--- src/rtl/line_window_ctrl_if.sv ---
// Signal bundle between the pixel source, line_window_ctrl and the line-buffer/window stage.
// master = pixel source / consumer side, slave = line_window_ctrl.
interface line_window_ctrl_if #(
   parameter int IMG_WIDTH  = 640,
   parameter int IMG_HEIGHT = 480,
   parameter int COL_W      = $clog2(IMG_WIDTH),
   parameter int ROW_W      = $clog2(IMG_HEIGHT)
);
   // in_valid/in_ready: a pixel transfers on a rising clk edge where both are 1;
   // in_ready never depends on in_valid, and a stalled source simply holds in_valid low.
   logic             sof;
   logic             in_valid;
   logic             in_ready;
   logic             lb_shift;
   logic             lb_src_sel;
   logic             win_valid;
   logic [COL_W-1:0] win_col;
   logic [ROW_W-1:0] win_row;
   logic             border_top;
   logic             border_bottom;
   logic             border_left;
   logic             border_right;
   logic             eof;
   logic             busy;
   logic             sof_err;

   modport master (
      output sof, in_valid,
      input  in_ready, lb_shift, lb_src_sel, win_valid, win_col, win_row,
             border_top, border_bottom, border_left, border_right, eof, busy, sof_err
   );

   modport slave (
      input  sof, in_valid,
      output in_ready, lb_shift, lb_src_sel, win_valid, win_col, win_row,
             border_top, border_bottom, border_left, border_right, eof, busy, sof_err
   );
endinterface

--- src/rtl/line_window_ctrl.sv ---
// Frame sequencer for the two-line-buffer 3x3 window stage: shift control, window tags, flush row.
// Optional flush row is built when LINE_WINDOW_FLUSH_EN is defined.
module line_window_ctrl #(
   parameter int IMG_WIDTH  = 640,
   parameter int IMG_HEIGHT = 480,
   parameter int COL_W      = $clog2(IMG_WIDTH),
   parameter int ROW_W      = $clog2(IMG_HEIGHT)
) (
   input  logic              clk,
   input  logic              rst,
   line_window_ctrl_if.slave bus,
   output logic [1:0]        dbg_state
);

   localparam logic [COL_W-1:0] COL_LAST = COL_W'(IMG_WIDTH - 1);
   localparam logic [ROW_W-1:0] ROW_LAST = ROW_W'(IMG_HEIGHT - 1);

   typedef enum logic [1:0] {
      IDLE   = 2'd0,
      PRIME  = 2'd1,
      ACTIVE = 2'd2
`ifdef LINE_WINDOW_FLUSH_EN
      , FLUSH = 2'd3
`endif
   } state_t;

   state_t           state;
   logic [COL_W-1:0] col_cnt;
   logic [ROW_W-1:0] row_cnt;
   logic             sof_err_q;

   logic             in_phase;
   logic             flush_phase;
   logic             col_last;
   logic             row_last;
   logic             shift;
   logic             win_v;
   logic             eof_c;
   logic [COL_W-1:0] wcol;
   logic [ROW_W-1:0] wrow;

   // Everything toward the line buffer is combinational so it lines up with the taps of the pixel being shifted.
   always_comb begin
      in_phase = (state == PRIME) || (state == ACTIVE);
`ifdef LINE_WINDOW_FLUSH_EN
      flush_phase = (state == FLUSH);
`else
      flush_phase = 1'b0;
`endif
      col_last = (col_cnt == COL_LAST);
      row_last = (row_cnt == ROW_LAST);
      shift    = (in_phase & bus.in_valid) | flush_phase;
      win_v    = ((state == ACTIVE) & bus.in_valid) | flush_phase;
      wcol     = win_v ? col_cnt : '0;
      wrow     = '0;
      if ((state == ACTIVE) && bus.in_valid)
         wrow = row_cnt - ROW_W'(1);
      else if (flush_phase)
         wrow = ROW_LAST;
`ifdef LINE_WINDOW_FLUSH_EN
      eof_c = flush_phase & col_last;
`else
      eof_c = (state == ACTIVE) & bus.in_valid & col_last & row_last;
`endif
   end

   always_ff @(posedge clk or negedge rst) begin
      if (!rst) begin
         state     <= IDLE;
         col_cnt   <= '0;
         row_cnt   <= '0;
         sof_err_q <= 1'b0;
      end else if (state == IDLE) begin
         if (bus.sof) begin
            state     <= PRIME;
            col_cnt   <= '0;
            row_cnt   <= '0;
            sof_err_q <= 1'b0;
         end
      end else begin
         // A frame in progress is never restarted; a stray sof only raises the sticky flag.
         if (bus.sof)
            sof_err_q <= 1'b1;
         if (shift) begin
            col_cnt <= col_last ? '0 : col_cnt + COL_W'(1);
            if (col_last)
               row_cnt <= row_cnt + ROW_W'(1);
         end
         case (state)
            PRIME: begin
               if (shift && col_last)
                  state <= ACTIVE;
            end
            ACTIVE: begin
               if (shift && col_last && row_last)
`ifdef LINE_WINDOW_FLUSH_EN
                  state <= FLUSH;
`else
                  state <= IDLE;
`endif
            end
`ifdef LINE_WINDOW_FLUSH_EN
            FLUSH: begin
               if (col_last)
                  state <= IDLE;
            end
`endif
            default: state <= IDLE;
         endcase
      end
   end

   assign bus.in_ready      = in_phase;
   assign bus.lb_shift      = shift;
   assign bus.lb_src_sel    = flush_phase;
   assign bus.win_valid     = win_v;
   assign bus.win_col       = wcol;
   assign bus.win_row       = wrow;
   assign bus.border_top    = win_v & (wrow == '0);
   assign bus.border_bottom = win_v & (wrow == ROW_LAST);
   assign bus.border_left   = win_v & (wcol == '0);
   assign bus.border_right  = win_v & (wcol == COL_LAST);
   assign bus.eof           = eof_c;
   assign bus.busy          = (state != IDLE);
   assign bus.sof_err       = sof_err_q;
   assign dbg_state         = state;

endmodule

--- src/flat_wrapper.sv ---
// flat-port wrapper written by rule: the top's interface ports become plain ports
module line_window_ctrl_flat 
#(
   parameter int IMG_WIDTH  = 640,
   parameter int IMG_HEIGHT = 480,
   parameter int COL_W      = $clog2(IMG_WIDTH),
   parameter int ROW_W      = $clog2(IMG_HEIGHT)
)
  (clk, rst, dbg_state, bus_sof, bus_in_valid, bus_in_ready, bus_lb_shift, bus_lb_src_sel, bus_win_valid, bus_win_col, bus_win_row, bus_border_top, bus_border_bottom, bus_border_left, bus_border_right, bus_eof, bus_busy, bus_sof_err);
  line_window_ctrl_if #(.IMG_WIDTH(IMG_WIDTH), .IMG_HEIGHT(IMG_HEIGHT), .COL_W(COL_W), .ROW_W(ROW_W)) bus_i ();
  input  logic clk;
  input  logic rst;
  output logic [1:0] dbg_state;
  input wire logic [$bits(bus_i.sof)-1:0] bus_sof;
  input wire logic [$bits(bus_i.in_valid)-1:0] bus_in_valid;
  output wire logic [$bits(bus_i.in_ready)-1:0] bus_in_ready;
  output wire logic [$bits(bus_i.lb_shift)-1:0] bus_lb_shift;
  output wire logic [$bits(bus_i.lb_src_sel)-1:0] bus_lb_src_sel;
  output wire logic [$bits(bus_i.win_valid)-1:0] bus_win_valid;
  output wire logic [$bits(bus_i.win_col)-1:0] bus_win_col;
  output wire logic [$bits(bus_i.win_row)-1:0] bus_win_row;
  output wire logic [$bits(bus_i.border_top)-1:0] bus_border_top;
  output wire logic [$bits(bus_i.border_bottom)-1:0] bus_border_bottom;
  output wire logic [$bits(bus_i.border_left)-1:0] bus_border_left;
  output wire logic [$bits(bus_i.border_right)-1:0] bus_border_right;
  output wire logic [$bits(bus_i.eof)-1:0] bus_eof;
  output wire logic [$bits(bus_i.busy)-1:0] bus_busy;
  output wire logic [$bits(bus_i.sof_err)-1:0] bus_sof_err;
  assign bus_i.sof = bus_sof;
  assign bus_i.in_valid = bus_in_valid;
  assign bus_in_ready = bus_i.in_ready;
  assign bus_lb_shift = bus_i.lb_shift;
  assign bus_lb_src_sel = bus_i.lb_src_sel;
  assign bus_win_valid = bus_i.win_valid;
  assign bus_win_col = bus_i.win_col;
  assign bus_win_row = bus_i.win_row;
  assign bus_border_top = bus_i.border_top;
  assign bus_border_bottom = bus_i.border_bottom;
  assign bus_border_left = bus_i.border_left;
  assign bus_border_right = bus_i.border_right;
  assign bus_eof = bus_i.eof;
  assign bus_busy = bus_i.busy;
  assign bus_sof_err = bus_i.sof_err;
  line_window_ctrl #(.IMG_WIDTH(IMG_WIDTH), .IMG_HEIGHT(IMG_HEIGHT), .COL_W(COL_W), .ROW_W(ROW_W)) u_core (.clk(clk), .rst(rst), .bus(bus_i), .dbg_state(dbg_state));
endmodule
--- config.mk ---
export PLATFORM = sky130hd
export DESIGN_NAME = line_window_ctrl_flat
export DESIGN_NICKNAME = d
export VERILOG_FILES = /design/src/rtl/line_window_ctrl_if.sv /design/src/rtl/line_window_ctrl.sv /design/src/flat_wrapper.sv
export SDC_FILE = /design/constraint.sdc
export NUM_CORES = 1
export LEC_CHECK = 0
export BUFFER_PORTS_ARGS = -buffer_cell sky130_fd_sc_hd__buf_2
export CORE_MARGIN = 10
export CORE_UTILIZATION = 60
export CTS_BUF_LIST = sky130_fd_sc_hd__clkbuf_2
export DETAILED_ROUTE_END_ITERATION = 12
export HOLD_SLACK_MARGIN = 0.15
export PLACE_DENSITY_LB_ADDON = 0.1
export SYNTH_ARGS = -nofsm -noshare
export SYNTH_HDL_FRONTEND = slang
export SYNTH_SLANG_ARGS = --single-unit
--- constraint.sdc ---
create_clock -name clk -period 3.01 [get_ports clk]
set_input_delay 0.4515 -clock clk [delete_from_list [all_inputs] [get_ports clk]]
set_output_delay 0.4515 -clock clk [all_outputs]
set_load 0.02 [all_outputs]
=== Yosys cells after proc, flatten, opt, wreduce, memory -nomap -nowiden ===
Cells that the tools add are included.

* Bits of input ports: 4
* Bits in latches: 0
* Output and inout bits: 32
* Memory bits (read-only): 0
* Memories: 0
* Logic and storage cells: 55
* RAM bits: 0
* Register bits after elaboration: 22

* $add $sub $neg: 3
* Muxes and demuxes: 18
* $mul: 0
* Div/mod/pow operators: 0
* Equality and inequality tests: 9
* Order comparisons: 0
* Reduce and logical (&&, ||, !) cells: 13
* Bitwise operators: 8
* Shifts and indexed selects: 0

{| class="wikitable"
|+ Operators with widths
! kind !! count
|-
| $mux W10 || 5
|-
| $mux W9 || 5
|-
| $eq A10 B10 Y1 const B || 2
|-
| $eq A9 B9 Y1 const B || 2
|-
| $add A10 B1 Y10 const B || 1
|-
| $logic_not A10 Y1 || 1
|-
| $add A9 B1 Y9 const B || 1
|-
| $logic_not A9 Y1 || 1
|-
| $sub A9 B1 Y9 const B || 1
|-
| $and A1 B1 Y1 || 8
|-
| $mux W2 || 4
|-
| $ne A3 B3 Y1 const B || 2
|-
| $reduce_and A3 Y1 || 2
|-
| $reduce_bool A2 Y1 || 3
|-
| $pmux W2 S2 || 1
|-
| $logic_and A1 B1 Y1 || 3
|-
| $mux W1 || 3
|-
| $eq A2 B1 Y1 const B || 1
|-
| $eq A2 B2 Y1 const B || 1
|-
| $logic_not A2 Y1 || 1
|-
| $ne A2 B2 Y1 const B || 1
|-
| $reduce_and A2 Y1 || 1
|-
| $logic_or A1 B1 Y1 || 1
|}

=== Logic depth before layout (Yosys ltp) ===
* Depth after elaboration: 8
* Mapped depth: 8
* Gate-level depth less buffers: 7

=== Worst setup path after synthesis ===
No wires, ideal clock.

* Kind: register to output
* Start point: register u_core.state[0], in the netlist u_core.dbg_state[0]
* End point: output port bus_border_top
* Setup slack: 0.246 ns
* Path buffers: 1
* Arrival: 2.313 ns
* Cell stages (with the launch flop): 9
* Required time: 2.558 ns
* Path through: dfrtp_1 inv_1 ha_1 nand2_1 clkbuf_1 inv_1 o21ai_0 nand2_1 nor4_1

* Elaborated cells between the ends (all ways): 6
* Classes of those cells: eq/ne (1); mux (1); bitwise (2); reduce/logical (2)

{| class="wikitable"
|+ RTL lines
! element !! RTL line !! source
|-
| start, declared || line_window_ctrl.sv:27 || <nowiki>state_t state;</nowiki>
|-
| start signal, assigned || line_window_ctrl.sv:69 || <nowiki>state <= IDLE;</nowiki>
|-
| start signal, assigned || line_window_ctrl.sv:75 || <nowiki>state <= PRIME;</nowiki>
|-
| start signal, assigned || line_window_ctrl.sv:92 || <nowiki>state <= ACTIVE;</nowiki>
|-
| $eq A2 B2 Y1 || line_window_ctrl.sv:53 || <nowiki>win_v = ((state == ACTIVE) & bus.in_valid) | flush_phase;</nowiki>
|-
| $and A1 B1 Y1 || line_window_ctrl.sv:53 ||
|-
| via bus_win_valid || flat_wrapper.sv:19 || <nowiki>output wire logic [$bits(bus_i.win_valid)-1:0] bus_win_valid;</nowiki>
|-
| $and A1 B1 Y1 || line_window_ctrl.sv:119 || <nowiki>assign bus.border_top = win_v & (wrow == '0);</nowiki>
|-
| end, declared || flat_wrapper.sv:22 || <nowiki>output wire logic [$bits(bus_i.border_top)-1:0] bus_border_top;</nowiki>
|}

The timed path passes the listed nets, and every way through them passes these cells.

=== Worst setup path after layout ===
* Start point: register u_core.row_cnt[3]
* End point: output port bus_border_top

* Word-level cells in the longest chain between the ends: 4

{| class="wikitable"
|+ RTL lines
! element !! RTL line !! source
|-
| start, declared || line_window_ctrl.sv:29 || <nowiki>logic [ROW_W-1:0] row_cnt;</nowiki>
|-
| start signal, assigned || line_window_ctrl.sv:87 || <nowiki>row_cnt <= row_cnt + ROW_W'(1);</nowiki>
|-
| $sub A9 B1 Y9 || line_window_ctrl.sv:57 || <nowiki>wrow = row_cnt - ROW_W'(1);</nowiki>
|-
| $mux W9 || line_window_ctrl.sv:56 || <nowiki>if ((state == ACTIVE) && bus.in_valid)</nowiki>
|-
| $logic_not A9 Y1 || line_window_ctrl.sv:119 ||
|-
| $and A1 B1 Y1 || line_window_ctrl.sv:119 ||
|}

Every way passes these cells.

==> results.yml <==
critical_path:
  path_cells: "nor4_2 -> a21oi_1 -> o21ai_0 -> nand2_1 -> nor4_1 -> buf_2"
  reg2reg_from: "u_core.dbg_state[0]"
  critPathRequiredTime_ns: 2.56
  critPathArrivalTime_ns: 2.34
  cp-start-kind: "flop"
  end_kind: "output port"
  crit_fanout: 9
  crit_start: "u_core.row_cnt[3]"
  cp_slowest_stage_delay_ns: 0.53
  cp_slowest_cell: "dfrtp_1"
  worstSetupPathType: "reg2out"
clock_tree:
  cts_sinks: 22
  cts_root_buf: "clkbuf_2"
  cts_setup_buffers: 0
  numCtsBuffers: 3
  cts_max_level: 1
  path_clk_slew_ns: 0.20
  clockBufferDepth: 2
  clock_latency_ns: 0.32
  cts_tree: "built"
route:
  drtPass1Iterations: 5
  drt-total-wl_um: 4141
  wl_per_cell_um: 16.63
  postRouteAntennaNets: 0
  drc: 0
  via_count: 1478
  drt_iter0_drc: 183
  via_per_inst: 5.936
placed_design:
  postPlaceCellArea_um2: 1737
  dp_hpwl_um: 3168
  place.gp.congestion: 0.9535
  portBuffers: 34
synth:
  avgSynthCellArea_um2: 8.452
  synthesis.area_um2: 1589
  syn_inst: 188
  synth_nets: 198
  ys_ff_latch: 22
  synth_top_area_share_pct: 34.65
  dominantRegCellSynth: "dfrtp_1"
  ys_seq_area_share_pct: 34.65
  synth_top_area_cell: "dfrtp_1"
  synth-async-reset-ratio_pct: 100.0
  synth_edf_count: 0
  yosysMostFrequentCell: "nor2_1"
  synth_area_leaders: "dfrtp_1 35%, nor2_1 7.6%, xnor2_1 6.6%, ha_1 4.7%, and3_1 3.9%"
  yosys_warnings: 0
  post_synth_num_cell_types: 42
  synth_common_cells: "32 x nor2_1, 22 x dfrtp_1, 15 x nand2_1"
sta:
  max_clock_freq_ghz: 0.3585
  rsz0062_at_grt: "false"
  min_period_ns: 2.789
  finalHoldViolCount: 0
  worst_slew_pin_slew_ns: 0.5211
  finalSetupTns_ns: 0
  fin_skew_ns: 0.001340
  timing.slew.headroom_pct: 65.26
  finalMaxSlewViolations: 0
  finalSetupViolCount: 0
  fin_crit_sh_pct: 92.67
grt:
  first_global_vias: 1451
  grt_pass1_wl_um: 6789
  antenna_found_initial: 0
  grt_overflow_total: 0
  grt_max_degree: 23
  grt_usage_pct: 15.60
pwr:
  power_density_nw_per_um2: 500.8
  power.leakage_uw: 0.0009100
  ir_worst_vdd_uv: 503.0
cells_and_area:
  final_nets: 231
  final_util_pct: 71.22
  antenna_cells: 0
  stdcell_area_um2: 1780
  syn_to_final_growth_pct: 12.05
  drive_gt1_share_pct: 23.74
floorplanning:
  core-area_um2: 2500
  die_h_um: 71.46
  pin_count: 36
  die-area_um2: 5107
  start_util_pct: 63.56
  rows: 18
  die_x_um: 71.46
run_status:
  status: "finished clean"
hold_path:
  hold_start: "bus_sof"
  holdCritPathClass: "in2reg"
run:
  max-cap-violations: 0
[cell type report]
type | instances | area, um2
Clock buffer | 3 | 15.01
Sequential cell | 22 | 551.8
Multi-Input combinational cell | 144 | 935.9
Tap cell | 30 | 37.54
Inverter | 14 | 52.55
Fill cell | 202 | 719.4
Timing Repair Buffer | 36 | 187.7
[worst max-delay path: cells and delay by family, from the launching register on]
kind / cells / cell delay, ns
DFF: 1 / 0.53
and+or+nand+nor: 3 / 0.78
buffers and inverters: 1 / 0.23
AOI/OAI and AO/OA: 2 / 0.47
[report_power, final]
part	leakage, uW	total [uW]	internal (uW)	switching, uW
Combinational	0.000598	425	142	283
Clock	0.0000125	116	27.2	88.4
Sequential	0.000299	351	323	27.9
[flip-flops by register name, summed over array words and instances (netlist names)]
| register | cells |
|---|---|
| u_core.bus.sof_err | 1 |
| u_core.col_cnt | 10 |
| u_core.dbg_state | 2 |
| u_core.row_cnt | 9 |
[final timing paths]
check	end	slack, ns	cells past startpoint
max	bus_border_top	0.22	6
min	u_core.dbg_state[0]	0.43	2
max reg2reg	u_core.row_cnt[7]	0.79	7
min reg2reg	u_core.bus.sof_err	0.54	1
max in group asynchronous	u_core.row_cnt[0]	2.05	2
min in group asynchronous	u_core.row_cnt[2]	0.60	2
[through the flow]
step	cells	hold WS, ns	total power (uW)	setup slack (ns)
2_1_floorplan	188	0.1559	654.2	0.2458
3_3_place_gp	245	0.4360	762.8	0.6304
3_5_place_dp	245	0.4545	778.7	0.5016
4_1_cts	249	0.4166	895.0	0.08587
5_1_grt	249	0.4438	954.9	0.03374
6_report	249	0.4337	891.6	0.2205
[kinds of logic after synthesis]
family | count (synthesis) | share of synthesized area [%]
mux | 2 | 1.417
xor+xnor | 19 | 10.47
fa+ha+maj | 6 | 4.724
compound gates | 16 | 6.535
other cells | 1 | 0.2360
simple gates | 100 | 34.41
buf+inv | 22 | 7.559
flops | 22 | 34.65
[routing by layer]
metal	vias up	global-route usage, %	wire, um
met2	67	25.49	1968
met5	-	0	0
li1	706	-	-
met4	0	3.441	18
met1	703	20.02	1780
met3	2	4.132	374
[timing repair]
item                                   4_1_cts  5_1_grt
resized for setup                            0        5
endpoints found under the hold margin       22        0
hold buffers                                 1        0
setup endpoints to repair                    0        2
[placed cells by master (no fill, tap or decap), types with 6 or more instances in the layout]
master	Yosys	final
nand3_1	7	7
nor4_1	7	6
xor2_1	7	7
nand2_1	15	14
and3_1	10	10
nor3_1	8	8
buf_2	0	34
xnor2_1	12	12
inv_1	14	14
dfrtp_1	22	21
nor2_1	32	32
(Power assumes the default switching activity.)
